### src/rtl/mdu_issue_queue.sv
// In-order issue queue for the multiply/divide unit. A shifting writeback-slot
// reservation vector keeps the MDU's two-cycle Hi/Lo writebacks from colliding.
module mdu_issue_queue #(
    parameter int DEPTH      = 4,
    parameter int PRF_W      = 6,
    parameter int ROB_W      = 6,
    parameter int WAKE_PORTS = 4,
    parameter int MUL_LAT    = 3,
    parameter int DIV_LAT    = 18
) (
    input  logic                          clk,
    input  logic                          rst,
    input  logic                          flush,
    input  logic                          enq_valid,
    output logic                          enq_ready,
    input  logic                          enq_is_div,
    input  logic                          enq_signed,
    input  logic [PRF_W-1:0]              enq_prs0,
    input  logic [PRF_W-1:0]              enq_prs1,
    input  logic                          enq_busy0,
    input  logic                          enq_busy1,
    input  logic [PRF_W-1:0]              enq_pdst_hi,
    input  logic [PRF_W-1:0]              enq_pdst_lo,
    input  logic [ROB_W-1:0]              enq_rob_hi,
    input  logic [ROB_W-1:0]              enq_rob_lo,
    input  logic [WAKE_PORTS-1:0]         wake_valid,
    input  logic [WAKE_PORTS*PRF_W-1:0]   wake_tag,
    output logic                          issue_valid,
    output logic                          issue_is_div,
    output logic                          issue_signed,
    output logic [PRF_W-1:0]              issue_prs0,
    output logic [PRF_W-1:0]              issue_prs1,
    output logic [PRF_W-1:0]              issue_pdst_hi,
    output logic [PRF_W-1:0]              issue_pdst_lo,
    output logic [ROB_W-1:0]              issue_rob_hi,
    output logic [ROB_W-1:0]              issue_rob_lo,
    output logic [$clog2(DEPTH):0]        count
);

    localparam int PTR_W = $clog2(DEPTH);
    localparam int CNT_W = PTR_W + 1;
    localparam int RES_W = DIV_LAT + 2;

    typedef struct packed {
        logic             is_div;
        logic             is_sgn;
        logic [PRF_W-1:0] prs0;
        logic [PRF_W-1:0] prs1;
        logic [PRF_W-1:0] pdst_hi;
        logic [PRF_W-1:0] pdst_lo;
        logic [ROB_W-1:0] rob_hi;
        logic [ROB_W-1:0] rob_lo;
    } payload_t;

    function automatic logic wake_hit(
        input logic [PRF_W-1:0]            tag,
        input logic [WAKE_PORTS-1:0]       vld,
        input logic [WAKE_PORTS*PRF_W-1:0] tags
    );
        logic hit;
        hit = 1'b0;
        for (int i = 0; i < WAKE_PORTS; i++) begin
            hit = hit | (vld[i] && (tags[i*PRF_W +: PRF_W] == tag));
        end
        return hit;
    endfunction

    payload_t         payload_r [DEPTH];
    logic             val_r     [DEPTH];
    logic             busy0_r   [DEPTH];
    logic             busy1_r   [DEPTH];
    logic [PTR_W-1:0] head_r;
    logic [PTR_W-1:0] tail_r;
    logic [RES_W-1:0] res_r;

    payload_t         enq_payload_s;
    logic             enq_busy0_s;
    logic             enq_busy1_s;
    logic             enq_go_s;
    logic             issue_go_s;
    logic             head_ready_s;
    logic             slot_free_s;
    logic [RES_W-1:0] res_shift_s;
    logic [RES_W-1:0] res_next_s;

    // Reset forces enq_ready low along with every other output
    assign enq_ready = rst && (count != CNT_W'(DEPTH));

    // Enqueue payload and busy bits, honouring a wakeup in the enqueue cycle
    always_comb begin
        enq_payload_s.is_div  = enq_is_div;
        enq_payload_s.is_sgn  = enq_signed;
        enq_payload_s.prs0    = enq_prs0;
        enq_payload_s.prs1    = enq_prs1;
        enq_payload_s.pdst_hi = enq_pdst_hi;
        enq_payload_s.pdst_lo = enq_pdst_lo;
        enq_payload_s.rob_hi  = enq_rob_hi;
        enq_payload_s.rob_lo  = enq_rob_lo;
        enq_busy0_s = enq_busy0 && !wake_hit(enq_prs0, wake_valid, wake_tag);
        enq_busy1_s = enq_busy1 && !wake_hit(enq_prs1, wake_valid, wake_tag);
        enq_go_s    = !flush && enq_valid && (count != CNT_W'(DEPTH));
    end

    // Issue decision against the reservation view of the cycle issue_valid will be high
    always_comb begin
        res_shift_s  = res_r >> 1'b1;
        res_next_s   = res_shift_s;
        head_ready_s = val_r[head_r] && !busy0_r[head_r] && !busy1_r[head_r];
        if (payload_r[head_r].is_div) begin
            slot_free_s = !res_shift_s[DIV_LAT] && !res_shift_s[DIV_LAT+1];
        end else begin
            slot_free_s = !res_shift_s[MUL_LAT] && !res_shift_s[MUL_LAT+1];
        end
        issue_go_s = !flush && head_ready_s && slot_free_s;
        if (issue_go_s && payload_r[head_r].is_div) begin
            res_next_s[DIV_LAT]   = 1'b1;
            res_next_s[DIV_LAT+1] = 1'b1;
        end else if (issue_go_s) begin
            res_next_s[MUL_LAT]   = 1'b1;
            res_next_s[MUL_LAT+1] = 1'b1;
        end else begin
            res_next_s = res_shift_s;
        end
    end

    // Queue storage, pointers, occupancy and per-source wakeup tracking
    always_ff @(posedge clk or negedge rst) begin
        if (!rst) begin
            for (int i = 0; i < DEPTH; i++) begin
                payload_r[i] <= {$bits(payload_t){1'b0}};
                val_r[i]     <= 1'b0;
                busy0_r[i]   <= 1'b0;
                busy1_r[i]   <= 1'b0;
            end
            head_r <= {PTR_W{1'b0}};
            tail_r <= {PTR_W{1'b0}};
            count  <= {CNT_W{1'b0}};
        end else if (flush) begin
            for (int i = 0; i < DEPTH; i++) begin
                val_r[i] <= 1'b0;
            end
            head_r <= {PTR_W{1'b0}};
            tail_r <= {PTR_W{1'b0}};
            count  <= {CNT_W{1'b0}};
        end else begin
            for (int i = 0; i < DEPTH; i++) begin
                if (enq_go_s && (tail_r == PTR_W'(i))) begin
                    payload_r[i] <= enq_payload_s;
                    val_r[i]     <= 1'b1;
                    busy0_r[i]   <= enq_busy0_s;
                    busy1_r[i]   <= enq_busy1_s;
                end else begin
                    if (issue_go_s && (head_r == PTR_W'(i))) begin
                        val_r[i] <= 1'b0;
                    end else begin
                        val_r[i] <= val_r[i];
                    end
                    busy0_r[i] <= busy0_r[i] && !wake_hit(payload_r[i].prs0, wake_valid, wake_tag);
                    busy1_r[i] <= busy1_r[i] && !wake_hit(payload_r[i].prs1, wake_valid, wake_tag);
                end
            end
            if (enq_go_s) begin
                tail_r <= tail_r + PTR_W'(1'b1);
            end else begin
                tail_r <= tail_r;
            end
            if (issue_go_s) begin
                head_r <= head_r + PTR_W'(1'b1);
            end else begin
                head_r <= head_r;
            end
            case ({enq_go_s, issue_go_s})
                2'b10:   count <= count + CNT_W'(1'b1);
                2'b01:   count <= count - CNT_W'(1'b1);
                default: count <= count;
            endcase
        end
    end

    // Registered issue strobe; the payload holds its last value when nothing issues
    always_ff @(posedge clk or negedge rst) begin
        if (!rst) begin
            issue_valid   <= 1'b0;
            issue_is_div  <= 1'b0;
            issue_signed  <= 1'b0;
            issue_prs0    <= {PRF_W{1'b0}};
            issue_prs1    <= {PRF_W{1'b0}};
            issue_pdst_hi <= {PRF_W{1'b0}};
            issue_pdst_lo <= {PRF_W{1'b0}};
            issue_rob_hi  <= {ROB_W{1'b0}};
            issue_rob_lo  <= {ROB_W{1'b0}};
        end else if (issue_go_s) begin
            issue_valid   <= 1'b1;
            issue_is_div  <= payload_r[head_r].is_div;
            issue_signed  <= payload_r[head_r].is_sgn;
            issue_prs0    <= payload_r[head_r].prs0;
            issue_prs1    <= payload_r[head_r].prs1;
            issue_pdst_hi <= payload_r[head_r].pdst_hi;
            issue_pdst_lo <= payload_r[head_r].pdst_lo;
            issue_rob_hi  <= payload_r[head_r].rob_hi;
            issue_rob_lo  <= payload_r[head_r].rob_lo;
        end else begin
            issue_valid <= 1'b0;
        end
    end

    // Writeback-slot reservations keep shifting through flushes
    always_ff @(posedge clk or negedge rst) begin
        if (!rst) begin
            res_r <= {RES_W{1'b0}};
        end else begin
            res_r <= res_next_s;
        end
    end

endmodule

### config.mk
export PLATFORM = sky130hd
export DESIGN_NAME = mdu_issue_queue
export DESIGN_NICKNAME = d
export VERILOG_FILES = /design/src/rtl/mdu_issue_queue.sv
export SDC_FILE = /design/constraint.sdc
export NUM_CORES = 1
export LEC_CHECK = 0
export CAP_MARGIN = 20
export CELL_PAD_IN_SITES_DETAIL_PLACEMENT = 2
export CELL_PAD_IN_SITES_GLOBAL_PLACEMENT = 2
export CORE_MARGIN = 2
export CORE_UTILIZATION = 25
export DETAILED_ROUTE_END_ITERATION = 8
export PLACE_DENSITY_LB_ADDON = 0.1
export RECOVER_POWER = 25
export SYNTH_ARGS = -nofsm -noshare
export SYNTH_HDL_FRONTEND = slang
export SYNTH_SLANG_ARGS = --single-unit
### constraint.sdc
create_clock -name clk -period 8.6 [get_ports clk]
set_input_delay 1.72 -clock clk [delete_from_list [all_inputs] [get_ports clk]]
set_output_delay 1.72 -clock clk [all_outputs]
set_load 0.005 [all_outputs]
==> summary.md, run 1 <==
The first global-routing pass estimated 64900 um of wire. Type of origin of the critical path: an input port. The detailed router placed 8095 vias in this run. On the final layout, the worst hold slack is 0.341 ns. After clock tree synthesis, the flow added hold-fix buffers numbering 0. The final layout contains routed wiring with a total length of 43100 um. The number of max-slew violations in the final report is 22, and the clock edge transition at the registers on the reported setup and hold paths is 0.06 ns.

The total number of H-tree levels is 1. Routability-driven placement finished with a final weighted congestion of 0.746. The peak supply drop is 0.146 mV. The startpoint identified for the worst hold timing path is res_r[6].

The critical setup path kind was input port to primary output. Setup repair after global routing left no endpoint under its margin. The worst path uses 63.1% of the clock period.

The average detailed-routed wire length per instance was 25.0 um. The Yosys step of the flow raised 0 warnings. The total instance count after detailed placement came out at 1673. For this configuration, the core starts out at a cell density of 25.3%.

The core footprint was 0.0500 mm2; the gate count of the mapped netlist was 994. The final critical path time including I/O delays and setup came out at 5.43 ns. The minimum setup slack among reg-to-reg paths is 4.98 ns.

The synthesized netlist occupies a cell area of 0.0126 mm2. The maximum clock frequency is 184 MHz. For this run, design rule violations remaining after detail routing come to 0. STA classifies the critical path endpoint as a primary output.

For the pin with the worst max-slew slack, the measured transition is 1.70 ns. Cell at the root of the clock tree: sky130_fd_sc_hd__clkbuf_16. The sequential cell area fraction in the yosys report was 44.8%; the fraction of synthesized cell area in xor and xnor cells was 16.9%. The terminus of the critical flop-to-flop path is count[1].

The synthesized design contains 226 register bits. The number of clock sinks is 226, and the per-instance average area after synthesis is 12.7 um2. The run finished, with violations left.

Clock skew on the completed layout was measured at 0.0317 ns. Yosys mapped a number of flops with a built-in enable equal to 0. The proportion of synthesized area in mux cells came out at 24.9%.

For this run, the share of the core covered by cells in the final layout is 30.3%. Along the worst path, the maximum fanout reaches 22. The number of iterations in the first detailed-routing pass was 4; the static leakage was 6.13 nW.

The worst register-to-register path begins at head_r[0]. For this run, asynchronously set or reset flops after synthesis account for 100%. Of all cell types, the one taking the most synthesized area is sky130_fd_sc_hd__dfrtp_1. The flip-flop cell with the highest count after synthesis was sky130_fd_sc_hd__dfrtp_1. After the first detailed-routing iteration, the DRC count stood at 422. Setup fix buffers added after clock tree synthesis: 0.

By area, the combinational part of the netlist is dominated by multiplexers. The logs give 115 for the number of I/O pins and 9019 for the number of global-route vias before repair. Floorplan row count: 82. Power comes to 0.00398 W.

The share of synthesized area in the top cell type comes to 44.8%. Number of hold-slack violations in the final timing report: 0. By area the synthesized netlist is led by sky130_fd_sc_hd__dfrtp_1 45%, sky130_fd_sc_hd__mux2_2 14%, sky130_fd_sc_hd__xor2_1 8.5%.

After the flow finishes, the layout carries non-filler instances totaling 1724. The number of antenna diodes in the final layout is 0. The clock reaches the later pin of the worst-skew pair after 0.58 ns. The number of cells on the worst reg-to-reg path is 7, and the post-DP HPWL is 26600 um. Setup violations remaining at the end of the flow were counted as 0. The via density per instance was 4.70. The checks that failed: max-capacitance violations, max-slew violations. The synthesized netlist devotes 0.951% of its cell area to adder and majority cells. The worst hold-check path type is flip-flop to flip-flop. The count of buffers added on input and output ports is 114.

The logs give 16.7% for the all-layer global routing usage and 0 for the post-CTS resize count. After the last flow step, the layout net total stands at 1112. The total negative slack came out at 0 ns. The share of layout cells above drive strength 1 came out at 28.1%.

The number of max-cap violations is 1. TritonCTS built the clock tree. The die covers 0.0523 mm2.

The remaining global-route overflow is 0. The number of nets in the synthesized netlist is 1075. After Yosys synthesis, and, or, nand and nor cells account for 5.93% of the synthesized area.

The startpoint of the most critical setup path was rst. The maximum number of pins on one net before global-route repair was 142; the total power density per cell area was 263 mW/mm2. The die width is 229 um. Counting the buffers created by CTS gives 28.

Data required time at the worst endpoint: 6.88 ns. Summing the areas of all compound-gate instances in the mapped netlist gives 1.94% of the synthesized area. Data arrives at the worst endpoint at 3.71 ns.

The tools report the number of routed nets with antenna violations as 0. Measured along the y axis, the die boundary spans 229 um. Synthesis instantiated 40 different standard cells from the library. The worst pin sits at a relative slew slack of -13.7%.

Compared with the post-synthesis result, the final layout area differs by 20.0%. The most critical setup path has its endpoint at enq_ready. Number of buffers between clock root and the deepest sink: 3. The number of antenna violations at the first check in global routing is 0.
## worst min-delay path by stage
stage	cells past startpoint	end
after floorplan	0	res_r[10]
after global placement	0	res_r[9]
after detailed placement	0	res_r[6]
after CTS	0	res_r[5]
after global routing	0	res_r[14]
final	0	res_r[5]
## final cells by class
class / instances / area [um2]
Fill cell: 5225 / 34800
Multi-Input combinational cell: 639 / 6400
Sequential cell: 226 / 5660
Timing Repair Buffer: 129 / 1260
Clock buffer: 43 / 847
Tap cell: 672 / 841
Clock inverter: 8 / 118
Inverter: 7 / 26.3
## flip-flops by register name, summed over array words and instances, names as in the netlist, 3 cells and up
signal,count
payload_r,152
issue_prs0,6
issue_pdst_hi,6
count,3
busy0_r,4
issue_prs1,6
busy1_r,4
issue_rob_hi,6
issue_rob_lo,6
issue_pdst_lo,6
val_r,4
res_r,16
## power by group
group | internal [W] | switching (W) | total, W
sequential | 0.00136 | 0.000362 | 0.00172
combinational | 0.000646 | 0.000378 | 0.00102
clock | 0.000737 | 0.000492 | 0.00123
## worst max-delay path, stage by stage
cell                              delay (ns)
sky130_fd_sc_hd__clkbuf_1               1.20
sky130_fd_sc_hd__nor2b_1                0.25
sky130_fd_sc_hd__clkdlybuf4s50_1        0.51
## synthesized netlist by cell type (8+ instances only)
| master | count |
|---|---|
| sky130_fd_sc_hd__xor2_1 | 122 |
| sky130_fd_sc_hd__nor2_1 | 11 |
| sky130_fd_sc_hd__buf_1 | 27 |
| sky130_fd_sc_hd__nor2b_1 | 8 |
| sky130_fd_sc_hd__o41ai_1 | 10 |
| sky130_fd_sc_hd__xnor2_1 | 121 |
| sky130_fd_sc_hd__clkbuf_1 | 46 |
| sky130_fd_sc_hd__mux2_2 | 156 |
| sky130_fd_sc_hd__nand2_1 | 16 |
| sky130_fd_sc_hd__mux2_4 | 33 |
| sky130_fd_sc_hd__nand4_1 | 40 |
| sky130_fd_sc_hd__dfrtp_1 | 226 |
| sky130_fd_sc_hd__mux4_2 | 38 |
| sky130_fd_sc_hd__nor4_1 | 40 |
| sky130_fd_sc_hd__buf_2 | 43 |
| sky130_fd_sc_hd__ha_1 | 8 |
## logic make-up (layout without fill, tap and decap cells)
group	after synthesis	after routing
flip-flops	226	226
AO/OA/AOI/OAI	27	27
adder cells (fa/ha/maj)	9	9
XOR/XNOR	243	243
AND/OR/NAND/NOR	129	129
buffers and inverters	129	187
multiplexers	231	231
## cells in the final DEF (no fill, tap or decap), types with 28 or more instances in the layout
master,n
sky130_fd_sc_hd__clkbuf_16,28
sky130_fd_sc_hd__clkdlybuf4s50_1,113
sky130_fd_sc_hd__dfrtp_1,224
sky130_fd_sc_hd__mux2_2,156
sky130_fd_sc_hd__mux2_4,33
sky130_fd_sc_hd__mux4_2,38
sky130_fd_sc_hd__nand4_1,40
sky130_fd_sc_hd__nor4_1,40
sky130_fd_sc_hd__xnor2_1,121
sky130_fd_sc_hd__xor2_1,122
## metal layers
metal	GRT usage, %	wire length, um	up-vias
li1	-	-	3539
met2	26.1	19600	163
met1	24.2	20600	4347
met5	0	0	-
met3	2.83	2170	46
met4	3.51	709	0
## through the flow
| step | instance area [um2] | setup WS, ns |
|---|---|---|
| after global routing | 15200 | 2.99 |
| after floorplan | 12600 | 5.03 |
| final | 15200 | 3.17 |
| after CTS | 15200 | 4.23 |
| after global placement | 14200 | 4.23 |
| after detailed placement | 14200 | 4.21 |
Note: power is estimated with default switching activity, not from simulation.
==> run 2: changes to the inputs <==
Clock period 8.6 ns to 5.2 ns, I/O delays scaled along.
==> summary.md, run 2 (synthesis gave the netlist of run 1 again) <==
The number of max-slew violations in the final report was 0 (-100%). Worst setup skew after layout: 0.0248 ns (-0.00689 ns). The logs give 115 (unchanged) for the number of I/O pins and 0.272 mV (+86%) for the peak supply drop. Minimum setup slack among reg-to-reg paths: 1.67 ns (-3.31 ns).

The smallest hold slack is 0.346 ns (+0.00424 ns). The tools report the area enclosed by the die boundary as 0.0523 mm2 (unchanged). The core footprint is 0.0500 mm2 (unchanged). The die width works out to 229 um (unchanged). The longest individual stage delay on the worst path is 0.84 ns (-0.36 ns).

Derived from the worst setup path, the maximum achievable clock frequency is 283 MHz. The worst path uses 67.9% of the clock period. The antenna cell count is 0 (unchanged), and the quantity of hold-fixing buffers added after cts is 0 (unchanged). The wire length of the first global-routing pass is 65400 um (+0.81%). TritonCTS built the clock tree. Via density per instance: 4.69 (-0.12%). The flip-flop count of the largest register, all copies and words added works out to 152 (unchanged).

For the number of iterations in the first detailed-routing pass, the log shows 4 (unchanged). In the final layout, the registers with the most flip-flops are payload_r: 152 flops, res_r: 16 flops. The starting density of the core is 25.3% (unchanged).

The worst setup path is launched from a flip-flop. The layout overhead on the synthesized area is 19.9% (about the same), and the clock edge transition at the registers on the reported setup and hold paths is 0.06 ns (about the same). Maximum number of pins on one net before global-route repair: 66 (-54%). Transition time at the pin with the least slew margin: 1.05 ns (-0.652 ns).

The number of input and output port buffers inserted works out to 114 (unchanged). For the post-CTS resize count, the log shows 0 (unchanged). Count of final setup violators: 0 (unchanged).

The min-delay analysis places its worst path in the category flip-flop to flip-flop. The logs give 226 (unchanged) for the number of clock sinks and 1118 (+0.54%) for the layout net count. The critical-path maximum fanout came out at 46 (+110%).

The placed cell area is 0.0142 mm2 (+0.23%), and the average detailed-routed wire length per instance is 25.0 um (about the same). The die extent in y works out to 229 um (unchanged). The tools report the DRC violation count after routing as 0 (unchanged).

The total power density per cell area works out to 432 mW/mm2 (+64%). The number of global-route vias before repair was 9270 (+2.8%); the number of antenna violations at the first check in global routing was 1 (+1). The share of layout cells above drive strength 1 works out to 28.0% (-0.11 points). The top cell types in the final layout, fill and taps aside, are 224 x sky130_fd_sc_hd__dfrtp_1, 156 x sky130_fd_sc_hd__mux2_2, 122 x sky130_fd_sc_hd__xor2_1.

The last weighted congestion value of the routability-driven placer is 0.748 (+0.27%), and the total number of H-tree levels is 1 (unchanged). The setup path with the least slack is of type flip-flop to flip-flop. The logs give 0 (unchanged) for the number of hold-slack violations in the final timing report and 0 (unchanged) for the setup fix buffers added after clock tree synthesis. The worst setup path is captured at a flip-flop. The data required time at the worst endpoint came out at 5.69 ns (-1.19 ns). Setup repair after global routing left no endpoint under its margin. The routed design could run at a clock period as short as 3.53 ns. The worst-case headroom to the max-slew limit came out at 29.6% (+43 points). Library cell contributing the largest single delay on the critical path: sky130_fd_sc_hd__dfrtp_4. The flow ran to the end, and the final reports show no timing, DRC or antenna violations. The overall power came out at 0.00654 W (+64%). The library cell used most frequently in the layout, excluding fill and tap cells, is sky130_fd_sc_hd__dfrtp_1. The logs give 4.02 ns (+0.31 ns) for the data arrival time of the critical path and 6.15 nW (+0.23%) for the static leakage. The tools report the wire length reported by the detailed router as 43200 um (+0.23%).

For the post-DP HPWL, the log shows 27900 um (+5.1%). Cell at the root of the clock tree: sky130_fd_sc_hd__clkbuf_16. The logs give 0.0151 mm2 (about the same) for the design area and 262 (-38%) for the number of DRC markers after the initial detailed-route iteration. The run gives 0 (-1) as the number of max-cap violations. Floorplan row count: 82 (unchanged).

The critical path goes through mux4_2, mux2i_1, a2111oi_4, buf_4, xor2_1, or2_1, a21oi_1. The total clock buffers created by CTS was 28 (unchanged); the remaining global-route overflow was 0 (unchanged). The insertion delay of the later-clocked pin in the worst-skew pair is 0.58 ns (about the same). The all-layer global routing usage was 16.7% (+0.039 points). The tools report the number of buffers between clock root and the deepest sink as 3 (unchanged). The register with the most flip-flops in the final layout is payload_r. The total negative slack came out at 0 ns (unchanged).

Number of routed nets with antenna violations: 0 (unchanged). The total via count in the routed design is 8104 (+0.11%).
-- run 2: changes by cell type in the layout (fill, tap and decap cells not counted) --
cell | previous run | this run
sky130_fd_sc_hd__buf_4 | 14 | 21
sky130_fd_sc_hd__clkbuf_8 | 9 | 2
sky130_fd_sc_hd__clkdlybuf4s50_1 | 113 | 108
sky130_fd_sc_hd__dlygate4sd3_1 | 0 | 5
sky130_fd_sc_hd__clkbuf_1 | 7 | 11
sky130_fd_sc_hd__buf_12 | 1 | 0
sky130_fd_sc_hd__buf_8 | 0 | 1
sky130_fd_sc_hd__bufinv_16 | 2 | 3
sky130_fd_sc_hd__clkinvlp_4 | 1 | 0
-- run 2: layout make-up --
cell class              instances  area, um2
well taps                     672        841
multi-input cells             639       6400
inverters                       7       26.3
clock inverters                 8        140
flip-flops and latches        226       5660
clock buffers                  41        769
fillers                      5247      34800
repair buffers                135       1300
-- run 2: worst paths after layout --
| check | start | to | cells past startpoint |
|---|---|---|---|
| min in group asynchronous | rst | payload_r[145] | 1 |
| worst min register to register | res_r[13] | res_r[12] | 0 |
| worst max register to register | head_r[0] | count[0] | 7 |
| worst min-delay path | res_r[13] | res_r[12] | 0 |
| worst max-delay path | head_r[0] | count[0] | 7 |
| max in group asynchronous | rst | payload_r[7] | 3 |
-- run 2: report_power, final --
part	internal [W]	switching, W	leakage [nW]
Sequential	0.00225	0.000600	2.87
Clock	0.00117	0.000800	0.442
Combinational	0.00107	0.000641	2.84
-- run 2: metal layers --
| metal | up-vias | global-route usage (%) | wire length [um] |
|---|---|---|---|
| met5 | - | 0 | 0 |
| met3 | 48 | 3.03 | 2010 |
| met1 | 4363 | 23.7 | 20600 |
| met2 | 156 | 26.5 | 19700 |
| li1 | 3537 | - | - |
| met4 | 0 | 3.86 | 853 |
-- run 2: worst max-delay path: cells and delay by family, from the launching register on --
kind	cells	cell delay, ns
compound gates	2	0.44
simple gates	1	0.27
mux	2	0.81
flops	1	0.84
xor+xnor	1	0.25
buf+inv	1	0.82
-- run 2: per-stage QoR --
| step | util [%] | std cells | setup WS (ns) |
|---|---|---|---|
| after floorplan | - | 994 | 2.41 |
| after global placement | 28.5 | 1679 | 1.41 |
| after global routing | 30.3 | 1728 | 1.36 |
| after CTS | 30.3 | 1728 | 1.53 |
| final | 30.3 | 1728 | 1.67 |
| after detailed placement | 28.5 | 1679 | 1.36 |
==> run 3: changes to the inputs <==
Clock period 5.2 ns to 3.1 ns, I/O delays scaled along.
==> summary.md, run 3 (synthesis gave the netlist of run 1 again) <==
The logs give 356 MHz for the maximum clock frequency and 16.7% (-0.023 points) for the all-layer global routing usage. The tools report the insertion delay of the later-clocked pin in the worst-skew pair as 0.58 ns (about the same). Data arrival time of the critical path: 2.19 ns (-1.83 ns). The type of origin of the critical path was an input port. The number of clock sinks is 226 (unchanged), and the number of buffers between clock root and the deepest sink is 3 (unchanged). The path class of the tightest hold or removal check is flip-flop to flip-flop. The number of DRC markers after the initial detailed-route iteration came out at 322 (+23%). The tools report the total instance count after detailed placement as 1727 (+2.9%). The number of hold-slack violations in the final timing report is 0 (unchanged). Setup repair after global routing left no endpoint under its margin. The logs give 5233 (-0.27%) for the number of filler cells placed in the layout and 0 (unchanged) for the number of max-slew violations in the final report.

For the wire length of the first global-routing pass, the log shows 65900 um (+0.76%). In the layout the commonest cells are 224 x sky130_fd_sc_hd__dfrtp_1, 156 x sky130_fd_sc_hd__mux2_2, 122 x sky130_fd_sc_hd__xor2_1. The overall power is 0.0113 W (+74%).

The worst reg2reg path startpoint was head_r[0]. The flip-flop count of the largest register, all copies and words added is 152 (unchanged), and the minimum setup slack among reg-to-reg paths is 0.41 ns (-1.26 ns). Leaving out fill and tap cells, the most frequent cell in the layout is sky130_fd_sc_hd__dfrtp_1.

Cell at the root of the clock tree: sky130_fd_sc_hd__clkbuf_16. The peak supply drop was 0.349 mV (+28%); the total power density per cell area was 721 mW/mm2 (+67%). The worst-case setup slack after placement was 0.0656 ns (-1.30 ns); the starting density of the core was 25.3% (unchanged). Transition time at the pin with the least slew margin: 1.27 ns (+0.214 ns).

For the layout net count, the log shows 1168 (+4.5%). The placed cell area is 0.0147 mm2 (+3.3%). Wire length reported by the detailed router: 42600 um (-1.4%). The run gives 0.0157 mm2 (+3.9%) as the design area.

The maximum number of pins on one net before global-route repair is 131 (+98%), and the setup slack of the critical path after layout is 0.291 ns (-1.38 ns). The floorplan row count is 82 (unchanged). The via density per instance was 4.60 (-1.9%); the total negative slack was 0 ns (unchanged).

Worst hold path cell count: 0 (unchanged). The number of max-cap violations was 0 (unchanged). The worst setup path is of the input port to primary output kind. For the DRC violation count after routing, the log shows 0 (unchanged). The critical-path maximum fanout was 30 (-35%). The startpoint of the worst hold path is res_r[11]. The core footprint is 0.0500 mm2 (unchanged), and the clock edge transition at the registers on the reported setup and hold paths is 0.06 ns (about the same). Number of I/O pins: 115 (unchanged). The terminating pin of the worst hold path is res_r[10]. The tools report the static leakage as 6.48 nW (+5.4%).

The number of routed nets with antenna violations is 0 (unchanged), and the total clock buffers created by CTS is 29 (+3.6%). The remaining global-route overflow came out at 0 (unchanged). The number of cells on the worst reg-to-reg path is 11 (+4). TritonCTS built the clock tree. The share of layout cells above drive strength 1 works out to 31.7% (+3.7 points). The run gives 0 (unchanged) as the setup fix buffers added after clock tree synthesis. The final critical path takes up 90.6% of the cycle. Data required time at the worst endpoint: 2.48 ns (-3.21 ns). The number of global-route vias before repair is 9585 (+3.4%). The run finished with clean final reports. The die extent in y is 229 um (unchanged).

For the finished layout, the period the worst path requires is 2.81 ns. The run gives 0.0523 mm2 (unchanged) as the area enclosed by the die boundary. In the final layout, the registers with the most flip-flops are payload_r: 152 flops, res_r: 16 flops. The total via count in the routed design is 8196 (+1.1%), and the average detailed-routed wire length per instance is 23.9 um (-4.4%). The tools report the antenna cell count as 0 (unchanged).

Terminus of the critical flop-to-flop path: count[2]. The post-DP HPWL came out at 29300 um (+4.9%). The number of iterations in the first detailed-routing pass is 4 (unchanged).

The largest register by flop count was payload_r. The number of standard cells in the layout, taps in and fillers out is 1782 (+3.1%). The tools report the type of destination of the critical path as a primary output. The number of antenna violations at the first check in global routing is 0 (-1). Last weighted congestion value of the routability-driven placer: 0.838 (+12%).

The run gives 15.5% (-14 points) as the worst-case headroom to the max-slew limit. The number of input and output port buffers inserted is 114 (unchanged), and the layout overhead on the synthesized area is 24.6%. For the worst setup skew after layout, the log shows 0.0224 ns (-0.00241 ns). The total number of H-tree levels is 1 (unchanged).

The die width was 229 um (unchanged); the count of final setup violators was 0 (unchanged).
[run 3: cell count changes in the layout (fill, tap and decap cells not counted), sizes merged]
| cell | previous run | this run |
|---|---|---|
| bufinv | 3 | 5 |
| inv | 7 | 8 |
| dlygate4sd3 | 5 | 1 |
| buf | 22 | 69 |
| clkbuf | 41 | 42 |
| clkinvlp | 0 | 1 |
| clkinv | 5 | 6 |
| clkdlybuf4s50 | 108 | 113 |
[run 3: metal layers]
| metal | GRT usage (%) | part of all wire (%) |
|---|---|---|
| met3 | 2.62 | 3.6 |
| met2 | 27.2 | 47 |
| met1 | 23.3 | 48 |
| met4 | 3.88 | 2.0 |
| met5 | 0 | 0 |
[run 3: repair_timing]
action                                  CTS  global route
endpoints found under the setup margin    0             0
hold buffers                              1             0
gates resized for setup                   0             0
hold endpoints to repair                 27             0
[run 3: where the power goes]
| group | internal [W] | switching [W] | leakage, nW | total [W] |
|---|---|---|---|---|
| Clock | 0.00226 | 0.00138 | 0.506 | 0.00364 |
| Combinational | 0.00185 | 0.00109 | 3.11 | 0.00294 |
| Sequential | 0.00378 | 0.000991 | 2.87 | 0.00477 |
[run 3: worst max-delay path, stage by stage]
cell                              delay [ns]
sky130_fd_sc_hd__dlygate4sd3_1          0.57
sky130_fd_sc_hd__buf_8                  0.25
sky130_fd_sc_hd__nor2b_1                0.19
sky130_fd_sc_hd__clkdlybuf4s50_1        0.53
[run 3: layout make-up]
type,count,area [um2],area share (%)
Clock inverter,13,208,1.32
Sequential cell,226,5660,36.0
Multi-Input combinational cell,639,6400,40.7
Inverter,7,26.3,0.167
Tap cell,672,841,5.34
Timing Repair Buffer,184,1780,11.3
Clock buffer,41,821,5.21
[run 3: how the worst max path moves through the flow]
stage            startpoint         end  slack, ns
6_report                rst   enq_ready       0.29
5_1_grt                 rst   enq_ready       0.20
4_1_cts                 rst   enq_ready       0.25
3_5_place_dp   wake_tag[23]  busy1_r[2]       0.07
3_3_place_gp   wake_tag[23]  busy1_r[2]       0.08
2_1_floorplan     head_r[0]    count[2]       0.31
[run 3: per-stage QoR]
stage               hold WS, ns  utilization (%)
global route              0.361             31.5
global placement          0.334             29.4
finish                    0.348             31.5
detailed placement        0.337             29.4
CTS                       0.351             31.5
floorplan                 0.324                -
